### src/rtl/frame_stats.sv
// rtl/frame_stats.sv - per-frame mean/variance of a sample stream with frame framing checks
module frame_stats #(
    parameter int DATA_WIDTH = 8,
    parameter int LOG2_N     = 4
) (
    input  logic                      clk,
    input  logic                      rst_n,
    input  logic [DATA_WIDTH-1:0]     data_in,
    input  logic                      valid_in,
    input  logic                      last_in,
    input  logic                      user_in,
    output logic                      ready_out,
    output logic [DATA_WIDTH-1:0]     mean_out,
    output logic [2*DATA_WIDTH-1:0]   var_out,
    output logic                      stats_valid,
    input  logic                      stats_ready,
    output logic                      frame_err
);

    localparam int N  = 1 << LOG2_N;
    localparam int SW = DATA_WIDTH + LOG2_N;
    localparam int QW = 2 * DATA_WIDTH + LOG2_N;
    localparam int CW = LOG2_N + 1;
    localparam logic [CW-1:0] LAST_CNT = CW'(N - 1);

    typedef enum logic [2:0] {IDLE, ACCUM, DRAIN, CALC, OUT} state_t;

    state_t                  state_q, state_d;
    logic [SW-1:0]           sum_q, sum_d;
    logic [QW-1:0]           sumsq_q, sumsq_d;
    logic [CW-1:0]           count_q, count_d;
    logic [DATA_WIDTH-1:0]   mean_q, mean_d;
    logic [2*DATA_WIDTH-1:0] var_q, var_d;
    logic                    frame_err_q, frame_err_d;

    logic                    accept;
    logic [2*DATA_WIDTH-1:0] data_ext;
    logic [2*DATA_WIDTH-1:0] data_sq;
    logic [DATA_WIDTH-1:0]   mean_calc;
    logic [2*DATA_WIDTH-1:0] mean_ext;
    logic [2*DATA_WIDTH-1:0] mean_sq;
    logic [2*DATA_WIDTH-1:0] sumsq_div;
    logic [2*DATA_WIDTH-1:0] var_calc;

    // Only the three input-facing states take beats; CALC/OUT apply backpressure.
    assign ready_out   = (state_q == IDLE) || (state_q == ACCUM) || (state_q == DRAIN);
    assign accept      = valid_in && ready_out;
    assign stats_valid = (state_q == OUT);
    assign mean_out    = mean_q;
    assign var_out     = var_q;
    assign frame_err   = frame_err_q;

    // Squares are formed at double width so no bits are lost before accumulation.
    assign data_ext  = {{DATA_WIDTH{1'b0}}, data_in};
    assign data_sq   = data_ext * data_ext;
    assign mean_calc = DATA_WIDTH'(sum_q >> LOG2_N);
    assign mean_ext  = {{DATA_WIDTH{1'b0}}, mean_calc};
    assign mean_sq   = mean_ext * mean_ext;
    // floor(sumsq/N) >= floor(sum/N)^2 always holds, so this never wraps.
    assign sumsq_div = (2*DATA_WIDTH)'(sumsq_q >> LOG2_N);
    assign var_calc  = sumsq_div - mean_sq;

    // Next-state, accumulator and error-pulse logic.
    always_comb begin
        state_d     = state_q;
        sum_d       = sum_q;
        sumsq_d     = sumsq_q;
        count_d     = count_q;
        mean_d      = mean_q;
        var_d       = var_q;
        frame_err_d = 1'b0;
        case (state_q)
            IDLE: begin
                if (accept && user_in) begin
                    if (last_in) begin
                        // A one-beat frame is too short: flag it and stay idle.
                        frame_err_d = 1'b1;
                    end else begin
                        sum_d   = SW'(data_in);
                        sumsq_d = QW'(data_sq);
                        count_d = CW'(1);
                        state_d = ACCUM;
                    end
                end
            end
            ACCUM: begin
                if (accept) begin
                    if (user_in) begin
                        // Unexpected frame start: abandon the partial frame.
                        frame_err_d = 1'b1;
                        if (last_in) begin
                            sum_d   = '0;
                            sumsq_d = '0;
                            count_d = '0;
                            state_d = IDLE;
                        end else begin
                            sum_d   = SW'(data_in);
                            sumsq_d = QW'(data_sq);
                            count_d = CW'(1);
                        end
                    end else if (last_in) begin
                        if (count_q == LAST_CNT) begin
                            sum_d   = sum_q + SW'(data_in);
                            sumsq_d = sumsq_q + QW'(data_sq);
                            count_d = '0;
                            state_d = CALC;
                        end else begin
                            frame_err_d = 1'b1;
                            sum_d       = '0;
                            sumsq_d     = '0;
                            count_d     = '0;
                            state_d     = IDLE;
                        end
                    end else if (count_q == LAST_CNT) begin
                        // Nth sample without last: discard until the stray last arrives.
                        frame_err_d = 1'b1;
                        sum_d       = '0;
                        sumsq_d     = '0;
                        count_d     = '0;
                        state_d     = DRAIN;
                    end else begin
                        sum_d   = sum_q + SW'(data_in);
                        sumsq_d = sumsq_q + QW'(data_sq);
                        count_d = count_q + CW'(1);
                    end
                end
            end
            DRAIN: begin
                if (accept && last_in) begin
                    state_d = IDLE;
                end
            end
            CALC: begin
                mean_d  = mean_calc;
                var_d   = var_calc;
                state_d = OUT;
            end
            OUT: begin
                if (stats_ready) begin
                    state_d = IDLE;
                end
            end
            default: state_d = IDLE;
        endcase
    end

    // State and datapath registers with synchronous active-low reset.
    always_ff @(posedge clk) begin
        if (!rst_n) begin
            state_q     <= IDLE;
            sum_q       <= '0;
            sumsq_q     <= '0;
            count_q     <= '0;
            mean_q      <= '0;
            var_q       <= '0;
            frame_err_q <= 1'b0;
        end else begin
            state_q     <= state_d;
            sum_q       <= sum_d;
            sumsq_q     <= sumsq_d;
            count_q     <= count_d;
            mean_q      <= mean_d;
            var_q       <= var_d;
            frame_err_q <= frame_err_d;
        end
    end

endmodule
### config.mk
export PLATFORM = sky130hd
export DESIGN_NAME = frame_stats
export DESIGN_NICKNAME = d
export VERILOG_FILES = /design/src/rtl/frame_stats.sv
export SDC_FILE = /design/constraint.sdc
export NUM_CORES = 1
export LEC_CHECK = 0
export ABC_CLOCK_PERIOD_IN_PS = 11900
export BUFFER_PORTS_ARGS = -buffer_cell sky130_fd_sc_hd__buf_2
export CAP_MARGIN = 20
export CORE_AREA = 2 2 121 123
export DETAILED_ROUTE_END_ITERATION = 12
export DIE_AREA = 0 0 123 125
export PLACE_DENSITY = 0.72
export RECOVER_POWER = 50
export SLEW_MARGIN = 10
export SYNTH_ARGS = -nofsm -noshare
export SYNTH_HDL_FRONTEND = slang
export SYNTH_SLANG_ARGS = --single-unit
### constraint.sdc
create_clock -name clk -period 11.9 [get_ports clk]
set_input_delay 2.38 -clock clk [delete_from_list [all_inputs] [get_ports clk]]
set_output_delay 2.38 -clock clk [all_outputs]
set_load 0.01 [all_outputs]
# --- After elaboration in Yosys (flattened, before gate mapping) ---
# Index checks and enable logic that the tools add are counted.
totals:
  mem_count: 0
  reg_bits: 65
  mem_bits_rw: 0
  latchBits: 0
  mem_bits_ro: 0
  in_bits: 14
classes:
  magnitude_cmp: 0
  n_mul: 2
  eq_ne: 12
  bitwise: 0
  mux: 45
  reduce_logical: 9
  n_addsub: 4
  shifts: 0
  div: 0
ops:
  columns: ["cell", "count"]
  rows:
  - ["$mux 20", 7]
  - ["$mux 12", 7]
  - ["$pmux 20 s2", 1]
  - ["$mul 8x8->16", 2]
  - ["$mux 5", 6]
  - ["$mux 3", 9]
  - ["$pmux 12 s2", 1]
  - ["$add 20x16->20", 1]
  - ["$mux 16", 1]
  - ["$sub 16x16->16", 1]
  - ["$pmux 3 s5", 1]
  - ["$add 12x8->12", 1]
  - ["$pmux 5 s2", 1]
  - ["$mux 1", 8]
  - ["$mux 8", 1]
  - ["$reduce_and 7->1", 1]
  - ["$eq 3x2->1 const B", 2]
  - ["$ne 2x1->1 const B", 3]
  - ["$add 5x1->5 const B", 1]
  - ["$eq 5x4->1 const B", 1]
  - ["$ne 2x2->1 const B", 2]
  - ["$reduce_and 4->1", 1]
  - ["$eq 3x1->1 const B", 1]
  - ["$eq 3x3->1 const B", 1]
  - ["other kinds (8)", 11]

# --- Logic depth before layout (Yosys ltp) ---
# Gate-level depths: netlist (run 1).
logic_depth:
  depth_word: 7
  mapped_depth: 24
  ltp_nobuf: 23

# --- Worst setup path before layout (run 1) ---
# Ideal clock, no wire load.
synth_timing:
  path_kind: "in2reg"
  start: "input port data_in[2]"
  end: "register sumsq_q[18]"
  t_required_ns: 11.838
  slack_ns: 4.286
  path_buffers: 1
  setup_ns: 0.062
  arrival_ns: 7.552
  stages: 22
  path_cell_list: "clkbuf_1 -> and2_1 -> fa_1 -> fa_1 -> inv_1 -> fa_1 -> fa_1 -> inv_1 -> ha_1 -> a21oi_1 -> o21ai_1 -> o31ai_2 -> o21ai_1 -> xor2_1 -> ha_1 -> nand2_1 -> o21ai_0 -> o21a_1 -> o21ai_0 -> o311a_4 -> or4_1 -> nand3_1"
synth_via:
  elab_chain_cells: 7
  elab_cells_between_ends: 8
synth_rtl:
  columns: ["element", "line_no", "source"]
  rows:
  - ["from (decl)", "8", "input logic [DATA_WIDTH-1:0] data_in,"]
  - ["$mul 8x8->16 *", "55", "assign data_sq = data_ext * data_ext;"]
  - ["$add 20x16->20 *", "104, 123", null]
  - ["$mux 20 (on tied branches)", "114, 102", null]
  - ["$mux 20 *", "101", "end else if (last_in) begin"]
  - ["$mux 20 *", "88", "if (user_in) begin"]
  - ["$mux 20 *", "87", "if (accept) begin"]
  - ["$pmux 20 s2 *", "72", "case (state_q)"]
  - ["to (signal assigned)", "160", "sumsq_q <= sumsq_d;"]
  - ["to (decl)", "30", "logic [QW-1:0] sumsq_q, sumsq_d;"]
# Every way passes the cells marked *; elsewhere a longest branch is shown, timed or not. The select of a mux whose other input is x is not followed.
# A chain may end at the register's enable or synchronous reset.

# --- Final worst setup path (run 1) ---
layout_timing:
  start: "input port data_in[6]"
  end: "register sumsq_q[15]"
layout_via:
  elab_chain_cells: 7
  elab_cells_between_ends: 11
layout_rtl:
  columns: ["element", "line_no"]
  rows:
  - ["$mul 8x8->16 *", "55"]
  - ["$add 20x16->20", "104, 123"]
  - ["$mux 20 (on tied branches)", "114, 102"]
  - ["$mux 20", "101"]
  - ["$mux 20", "88"]
  - ["$mux 20", "87"]
  - ["$pmux 20 s2 *", "72"]
# Marks and branches as above.

==> key figures, run 1 <==
Status
  – Status: finished, violations left
  – Failing checks: capacitance limit, slew limit

Min path
  – Worst Hold Class: flip-flop to flip-flop

Critical path
  – Setup crit end kind: flip-flop
  – Type of origin of the critical path: primary input
  – Crit path kind: primary input to flip-flop
  – Crit Path Max Fanout: 11
  – Req. time, crit path: 12.01 ns
  – Critical Path AT: 7.77 ns

Finish
  – Layout cells sized above 1: 4.80%
  – Layout area overhead: 7.08%
  – Cell area after layout: 8090 sq um
  – Ant. Diodes: 0
  – Final nets: 1104
  – Final core occ: 56.9%

Logic synthesis
  – Most frequently used flop master after synthesis: dfxtp_1
  – Syn Area/Cell: 8.15 sq um
  – Cell taking the most area after synthesis: dfxtp_1
  – Gate Count Post-Synth: 926
  – FF+latch count, synth: 65
  – Post-synth EDFFs: 0
  – Synth Warn #: 0
  – Async S/R FF share, synth: 0%
  – Mapped Area: 7550 sq um
  – Count of cell types in the netlist: 57
  – Sequential share of the synthesized area: 17.2%
  – Synthesized Nets: 1097
  – Area share of the largest cell type after synthesis: 17.2%
  – Synth area leaders: dfxtp_1 (17%), fa_1 (16%), ha_1 (16%)

Clocking
  – CTS H-tree depth: 3
  – CTS tree: built
  – CTS resizes: 0
  – CTS Root Cell: clkbuf_16
  – Clock Pin Slew Worst Setup and Hold Paths: 0.06 ns
  – Max clock buf depth: 2
  – Clk Latency, worst-skew pair: 0.34 ns
  – # hold bufs at CTS: 0
  – Post-CTS setup buffer count: 0
  – CTS Sinks: 65
  – CTS Buf Count: 9

Route
  – Routed Antenna Nets: 0
  – Routed vias/inst: 5.56
  – Total iterations of the first detailed-routing run: 8
  – Via count: 6238
  – Routed len/inst: 14.8 um
  – DRC: 0
  – DR iter-0 viols: 437
  – Routed WL: 16.6 mm

Global routing
  – Gr ovfl total: 0
  – Largest net degree at the start of global routing: 50
  – First-pass GRT wire length: 28.0 mm
  – Vias in the first global route: 5847
  – Total GRT Usage: 22.7%
  – Initial antenna violation count: 0

STA
  – Fmax: 130 MHz
  – Final setup viols: 0
  – Final period util: 64.4%
  – Setup TNS: 0 ns
  – Hold Vio Cnt, Final: 0
  – Final Max Slew Viols: 50
  – Slew margin rel.: -66.7%
  – Crit path time final: 7.67 ns
  – Worst Max-Slew Pin Slew: 2.50 ns
  – Fin Clk Skew: 0.00335 ns
  – Unrepaired setup endpoints after global routing: false

Power and ir drop
  – Lkg Pwr: 0.00370 uW
  – Maximum vdd drop: 79.1 uV
  – Power density over the cells: 139 nW/um^2

Die
  – Initial Util: 53.2%
  – Num ports: 41
  – FP Rows: 44
  – Die width: 123 um
  – Die H: 125 um
  – Die area: 15400 sq um
  – Total core area: 14200 sq um

Place
  – DPL Wire Length: 12.4 mm
  – Port Buffer Count: 40
  – Routability cong.: 0.846
  – Cell Area, Placed: 7820 sq um

Run
  – Max-Cap Viols: 2
[per-layer routing]
layer / up-vias / global-route usage (%) / wire length (um) / part of all wire, %
met5: - / 0 / 0 / 0
met3: 27 / 3.65 / 685 / 4.1
li1: 3173 / - / - / -
met1: 2898 / 30.4 / 7810 / 47
met4: 0 / 7.82 / 316 / 1.9
met2: 140 / 37.1 / 7820 / 47
[cell usage after synthesis, drive strengths merged, types with 2 or more instances]
master and number:
or2 2, a211oi 18, a22o 2, nand4b 2, nand3 16, and3 8, fa 61, a21o 15
xnor2 35, nor2 46, and2 27, or4 3, nand2 101, dfxtp 65, a221oi 16, or3 3
o31ai 4, nand2b 5, a31oi 9, a22oi 3, ha 96, a222oi 6, a21oi 70, o211ai 5
buf 6, a31o 3, nor4 3, xor2 19, mux2i 3, o21a 6, clkbuf 41, nor3 14
o21ai 47, o21bai 9, nor2b 12, a311o 2, inv 123, nand4 8
[area by class of cell]
type | instances | area [sq um]
Sequential cell | 65 | 1300
Clock buffer | 10 | 229
Fill cell | 1335 | 6120
Timing Repair Buffer | 43 | 194
Tap cell | 184 | 230
Multi-Input combinational cell | 691 | 5610
Clock inverter | 6 | 58.8
Inverter | 123 | 462
[metrics by stage]
stage | power [uW] | cells | hold WS, ns | worst slack (ns)
2_1_floorplan | 739 | 926 | 0.411 | 4.29
3_3_place_gp | 843 | 1105 | 0.420 | 4.09
3_5_place_dp | 852 | 1105 | 0.430 | 4.01
4_1_cts | 1130 | 1121 | 0.439 | 4.34
5_1_grt | 1210 | 1122 | 0.475 | 3.85
6_report | 1130 | 1122 | 0.435 | 4.23
[kinds of logic (layout without fill, tap and decap cells)]
| kind of cell | after synthesis | after routing | share of synthesized area [%] |
|---|---|---|---|
| compound gates | 224 | 224 | 19.6 |
| xor+xnor | 54 | 54 | 6.26 |
| fa+ha+maj | 157 | 157 | 32.1 |
| buf+inv | 170 | 182 | 8.50 |
| flops | 65 | 65 | 17.2 |
| mux | 3 | 3 | 0.398 |
| simple gates | 253 | 253 | 15.9 |
[power breakdown]
| group | internal (uW) | leakage [uW] | switching, uW |
|---|---|---|---|
| Sequential | 226 | 0.000527 | 11.0 |
| Clock | 161 | 0.000146 | 106 |
| Combinational | 256 | 0.00303 | 365 |
| Total | 643 | 0.00370 | 482 |
[registers in the layout, indices dropped and copies added (netlist names)]
name       flops
mean_out       8
frame_err      1
state_q        3
count_q        5
sumsq_q       20
sum_q         12
var_out       16
[worst paths after layout]
kind	slack, ns	end	startpoint	cells after the start
worst max-delay path	4.23	sumsq_q[15]	data_in[6]	24
worst min register to register	0.43	count_q[4]	count_q[4]	2
worst min-delay path	0.43	count_q[4]	count_q[4]	2
worst max register to register	6.86	var_out[12]	sum_q[10]	15
[critical path, cell delays in order]
cell	delay, ns
buf_2	0.24
nand2_1	0.14
inv_1	0.08
ha_1	0.27
a31o_2	0.27
fa_1	0.50
inv_1	0.05
fa_1	0.50
fa_1	0.54
inv_1	0.04
ha_1	0.34
a21oi_1	0.16
o21ai_1	0.12
o31ai_2	0.31
o21ai_1	0.14
xor2_1	0.29
ha_1	0.32
a21o_1	0.19
a21oi_1	0.13
o31ai_1	0.07
o21bai_1	0.18
xor2_1	0.17
a221oi_1	0.27
a211oi_1	0.08
[placed cells by master, fill, tap and decap left out, drive strengths merged, types with 4 or more instances in the layout]
cell type  netlist  routed
o21ai           47      47
nor2b           12      12
buf              6      16
nor2            46      46
clkbuf          41      37
and3             8       8
clkinv           0       5
ha              96      96
o31ai            4       4
xnor2           35      35
o21a             6       6
nand4            8       8
a221oi          16      16
inv            123     123
nor3            14      14
o21bai           9       9
fa              61      61
nand2b           5       5
a31oi            9       9
o211ai           5       5
xor2            19      19
and2            27      27
a21oi           70      70
nand2          101     101
dfxtp           65      65
a211oi          18      18
a21o            15      15
a222oi           6       6
nand3           16      16
Note: power is estimated with default switching activity, not from simulation.
==> run 2, diff against run 1 <==
- ABC_CLOCK_PERIOD_IN_PS: 11900 -> 6400
- PLACE_DENSITY: 0.72 -> 0.74
- clock period: 11.9 -> 6.4 ns (I/O delays scaled with it)
==> key figures, run 2 (same netlist as run 1, synthesis figures left out) <==
Critical path
  – Critical path's largest stage delay: 0.54 ns
  – Crit path kind: primary input to flip-flop
  – CP max-delay cell: fa_1
  – Setup crit end kind: flip-flop
  – Critical Path AT: 6.39 ns
  – Most used cell, CP: fa_1
  – Crit path cell chain: buf_2 -> buf_4 -> nand2_1 -> fa_1 -> inv_1 -> fa_1 -> fa_1 -> inv_1 -> fa_1 -> inv_1 -> ha_1 -> o21ai_0 -> nand2b_1 -> o31ai_2 -> o21ai_1 -> xor2_2 -> ha_1 -> a21o_1 -> a21oi_1 -> o31ai_1 -> o21bai_2 -> xor2_1 -> a221oi_1 -> a211oi_1
  – Largest delay share family, worst path: adder cells
  – Crit Path Max Fanout: 8
  – Req. time, crit path: 6.61 ns
  – R2r setup slk: 1.23 ns
  – Worst path bufs/invs: 5
  – Type of origin of the critical path: primary input

Die
  – FP Rows: 44
  – Total core area: 14200 sq um
  – Num ports: 41
  – Initial Util: 53.2%
  – Die area: 15400 sq um
  – Die width: 123 um
  – Die H: 125 um

Global routing
  – Largest net degree at the start of global routing: 37
  – Initial antenna violation count: 0
  – First-pass GRT wire length: 29.6 mm
  – Total GRT Usage: 23.7%
  – Vias in the first global route: 6360
  – Gr ovfl total: 0

Route
  – Total iterations of the first detailed-routing run: 5
  – Routed len/inst: 14.9 um
  – DR iter-0 viols: 385
  – DRC: 0
  – Routed vias/inst: 5.61
  – Via count: 6517
  – Routed WL: 17.3 mm
  – Routed Antenna Nets: 0

Place
  – Dpl ws: -0.203 ns
  – Routability cong.: 0.859
  – Port Buffer Count: 40
  – DPL Wire Length: 12.8 mm

Clocking
  – CTS tree: built
  – CTS Buf Count: 9
  – Post-CTS setup buffer count: 0
  – Clk Latency, worst-skew pair: 0.35 ns
  – Clock Pin Slew Worst Setup and Hold Paths: 0.05 ns
  – CTS Root Cell: clkbuf_16
  – Max clock buf depth: 2
  – CTS H-tree depth: 3
  – CTS Sinks: 65

Power and ir drop
  – Maximum vdd drop: 182 uV
  – Power density over the cells: 274 nW/um^2
  – Total power draw: 2320 uW
  – Sw frac: 40.6%
  – Clock share of power: 22.4%
  – Combinational share of power: 58.6%
  – Internal Pwr Total: 1380 uW
  – Flop pwr share: 19.0%
  – NetSw: 941 uW
  – Lkg Pwr: 0.00390 uW

Status
  – Status: finished, final reports clean

STA
  – Worst Max-Slew Pin Slew: 1.38 ns
  – Hold Vio Cnt, Final: 0
  – Hold WS: 0.428 ns
  – Fin Clk Skew: 0.00704 ns
  – Crit path time final: 6.19 ns
  – Fmax: 162 MHz
  – Slew margin rel.: 7.79%
  – Final setup margin: 0.214 ns
  – Final period util: 96.7%
  – Final setup viols: 0
  – Final Max Slew Viols: 0

Finish
  – Max FFs per register: 20
  – Top reg by flops: sumsq_q
  – Commonest non-fill, non-tap cell in the layout: inv_1
  – Most frequent cells in the layout: inv_1 (123), nand2_1 (101), ha_1 (94)
  – Layout area overhead: 12.1%
  – Layout cells sized above 1: 9.42%
  – Final nets: 1143
  – Ant. Diodes: 0

Min path
  – Worst Hold Class: flip-flop to flip-flop

Run
  – Max-Cap Viols: 0
## run 2: what timing repair did
| action | CTS | global route |
|---|---|---|
| hold buffers | 0 | 0 |
| setup endpoints to repair | 0 | 5 |
| endpoints found under the hold margin | 0 | 0 |
| resized for setup | 0 | 7 |
## run 2: worst register-to-register path, cell delays in order, from the launching register on
cell and delay [ns]:
dfxtp_1 0.63, nand2_1 0.24, fa_1 0.52, fa_1 0.52, inv_1 0.05, fa_1 0.54
inv_1 0.06, fa_1 0.45, ha_1 0.39, a21oi_1 0.17, o21ai_0 0.10, a31o_2 0.25
a21oi_1 0.30, o21ai_1 0.14, and3_1 0.19, or4_1 0.49
## run 2: per-stage QoR
step           TNS [ns]  utilization [%]  cells  cell area, sq um
6_report              0             59.6   1161              8460
2_1_floorplan         0                -    926              7580
3_3_place_gp     -0.368             57.3   1144              8130
5_1_grt         -0.0124             59.6   1161              8460
3_5_place_dp     -0.851             57.3   1144              8130
4_1_cts               0             59.4   1160              8440
## run 2: power by group through the flow
| stage | sequential [uW] | combinational [uW] | clock (uW) |
|---|---|---|---|
| floorplan | 438 | 947 | 0 |
| global placement | 449 | 1290 | 0 |
| detailed placement | 449 | 1310 | 0 |
| CTS | 440 | 1330 | 527 |
| global route | 443 | 1520 | 543 |
| finish | 440 | 1360 | 520 |
## run 2: worst paths after layout
path,depth (start not counted),end,from
worst max-delay path,24,sumsq_q[15],data_in[7]
worst max register to register,15,var_out[12],sum_q[10]
worst min-delay path,2,count_q[4],count_q[4]
worst min register to register,2,count_q[4],count_q[4]
## run 2: area by class of cell
cell class	instances	area [sq um]
clock buffers	14	274
repair buffers	82	488
multi-input cells	691	5670
flip-flops and latches	65	1300
inverters	123	462
clock inverters	2	35.0
well taps	184	230
fillers	1309	5740
## run 2: layer usage
layer | GRT usage, % | up-vias | share of wire (%)
met5 | 0 | - | 0
met4 | 6.08 | 0 | 1.4
met3 | 3.92 | 24 | 4.5
met2 | 39.9 | 146 | 49
met1 | 31.6 | 3106 | 45
li1 | - | 3241 | -
==> run 3, diff against run 2 <==
- PLACE_DENSITY: 0.74 -> 0.78
==> key figures, run 3 (same netlist as run 1, synthesis figures left out) <==
Status
  – Status: finished, final reports clean

Global routing
  – Largest net degree at the start of global routing: 38
  – First-pass GRT wire length: 30.3 mm
  – Initial antenna violation count: 0
  – Total GRT Usage: 24.2%
  – Vias in the first global route: 6646
  – Gr ovfl total: 0

Finish
  – Layout cells sized above 1: 10.0%
  – Layout area overhead: 12.2%
  – Top reg by flops: sumsq_q
  – Final core occ: 59.6%
  – Post-Layout Cell Count: 1163
  – Ant. Diodes: 0
  – Most frequent cells in the layout: inv_1 (123), nand2_1 (101), ha_1 (94)
  – Max FFs per register: 20
  – Final nets: 1145
  – Commonest non-fill, non-tap cell in the layout: inv_1

Route
  – Total iterations of the first detailed-routing run: 5
  – DR iter-0 viols: 425
  – Routed len/inst: 14.9 um
  – Routed WL: 17.3 mm
  – DRC: 0
  – Routed vias/inst: 5.66
  – Via count: 6588
  – Routed Antenna Nets: 0

Place
  – Port Buffer Count: 40
  – Routability cong.: 0.847
  – DPL Wire Length: 12.7 mm
  – Placed cells: 1147

Clocking
  – # hold bufs at CTS: 0
  – CTS resizes: 0
  – Max clock buf depth: 2
  – CTS H-tree depth: 3
  – Post-CTS setup buffer count: 0
  – CTS Buf Count: 9
  – CTS Sinks: 65
  – Clk Latency, worst-skew pair: 0.34 ns
  – CTS Root Cell: clkbuf_16
  – Clock Pin Slew Worst Setup and Hold Paths: 0.06 ns
  – CTS tree: built

Die
  – Total core area: 14200 sq um
  – Die H: 125 um
  – Num ports: 41
  – Die area: 15400 sq um
  – Initial Util: 53.2%
  – Die width: 123 um
  – FP Rows: 44

Critical path
  – Type of origin of the critical path: primary input
  – R2R Path Start: sum_q[10]
  – R2r endpoint: var_out[12]
  – R2r setup slk: 1.29 ns
  – Worst Reg-to-Reg Cells: 15
  – Critical Path AT: 6.49 ns
  – Req. time, crit path: 6.68 ns
  – Crit Path Max Fanout: 4
  – Setup crit end kind: flip-flop
  – Crit path kind: primary input to flip-flop

Min path
  – Worst hold endpoint: count_q[4]
  – Hold Crit Depth: 2
  – Worst Hold Class: flip-flop to flip-flop
  – Hold Startpoint: count_q[4]

STA
  – Final period util: 97.0%
  – Crit path time final: 6.21 ns
  – Fin Clk Skew: 0.00563 ns
  – Slew margin rel.: 40.3%
  – Final setup viols: 0
  – Worst Max-Slew Pin Slew: 0.893 ns
  – Fmax: 161 MHz
  – Hold Vio Cnt, Final: 0
  – Final Max Slew Viols: 0

Power and ir drop
  – Lkg Pwr: 0.00392 uW
  – Total power draw: 2350 uW
  – Maximum vdd drop: 148 uV
  – Power density over the cells: 278 nW/um^2

Run
  – Max-Cap Viols: 0
-- run 3: layout make-up --
class                   count  area [sq um]
flip-flops and latches     65          1300
repair buffers             84           500
well taps                 184           230
multi-input cells         691          5680
inverters                 123           462
clock inverters             6          57.6
clock buffers              10           239
fillers                  1291          5730
-- run 3: critical path, cell delays in order --
cell and delay [ns]:
buf_2 0.11, and2_4 0.16, fa_1 0.51, fa_1 0.54, inv_1 0.05, fa_1 0.50, fa_1 0.55, inv_1 0.06
ha_4 0.28, o21ai_0 0.08, nand2b_1 0.10, a31oi_1 0.09, buf_4 0.16, o21a_1 0.19, xnor2_1 0.14, ha_1 0.35
and3_4 0.23, nand4_1 0.12, o21bai_2 0.22, a31oi_2 0.15, or4_1 0.50, nand3_1 0.10
-- run 3: worst max path at each step --
stage,startpoint,end,slack [ns],cells past startpoint
floorplan,data_in[1],sumsq_q[18],0.02,22
global placement,data_in[1],sumsq_q[19],-0.16,21
detailed placement,data_in[1],sumsq_q[19],-0.25,21
CTS,data_in[1],sumsq_q[19],0.06,21
global route,data_in[1],sumsq_q[19],-0.03,21
finish,data_in[1],sumsq_q[19],0.19,22
-- run 3: layer usage --
layer  vias to the layer above  GRT usage, %  wire (um)  part of all wire (%)
li1                       3248             -          -                     -
met5                         -             0          0                     0
met3                        34          3.19        642                   3.7
met4                         0          7.22        356                   2.1
met2                       139          40.7       8540                    49
met1                      3167          32.3       7790                    45
-- run 3: report_power, final --
group          switching [uW]  internal, uW  total (uW)
registers                21.2           419         441
logic                     761           648        1410
clock network             193           309         503
-- run 3: per-stage QoR --
stage | setup WS (ns) | area (sq um) | setup TNS [ns] | hold slack [ns]
floorplan | 0.0183 | 7580 | 0 | 0.411
global placement | -0.162 | 8160 | -0.612 | 0.421
detailed placement | -0.250 | 8160 | -1.15 | 0.430
CTS | 0.0582 | 8450 | 0 | 0.439
global route | -0.0274 | 8470 | -0.0376 | 0.456
finish | 0.190 | 8470 | 0 | 0.439
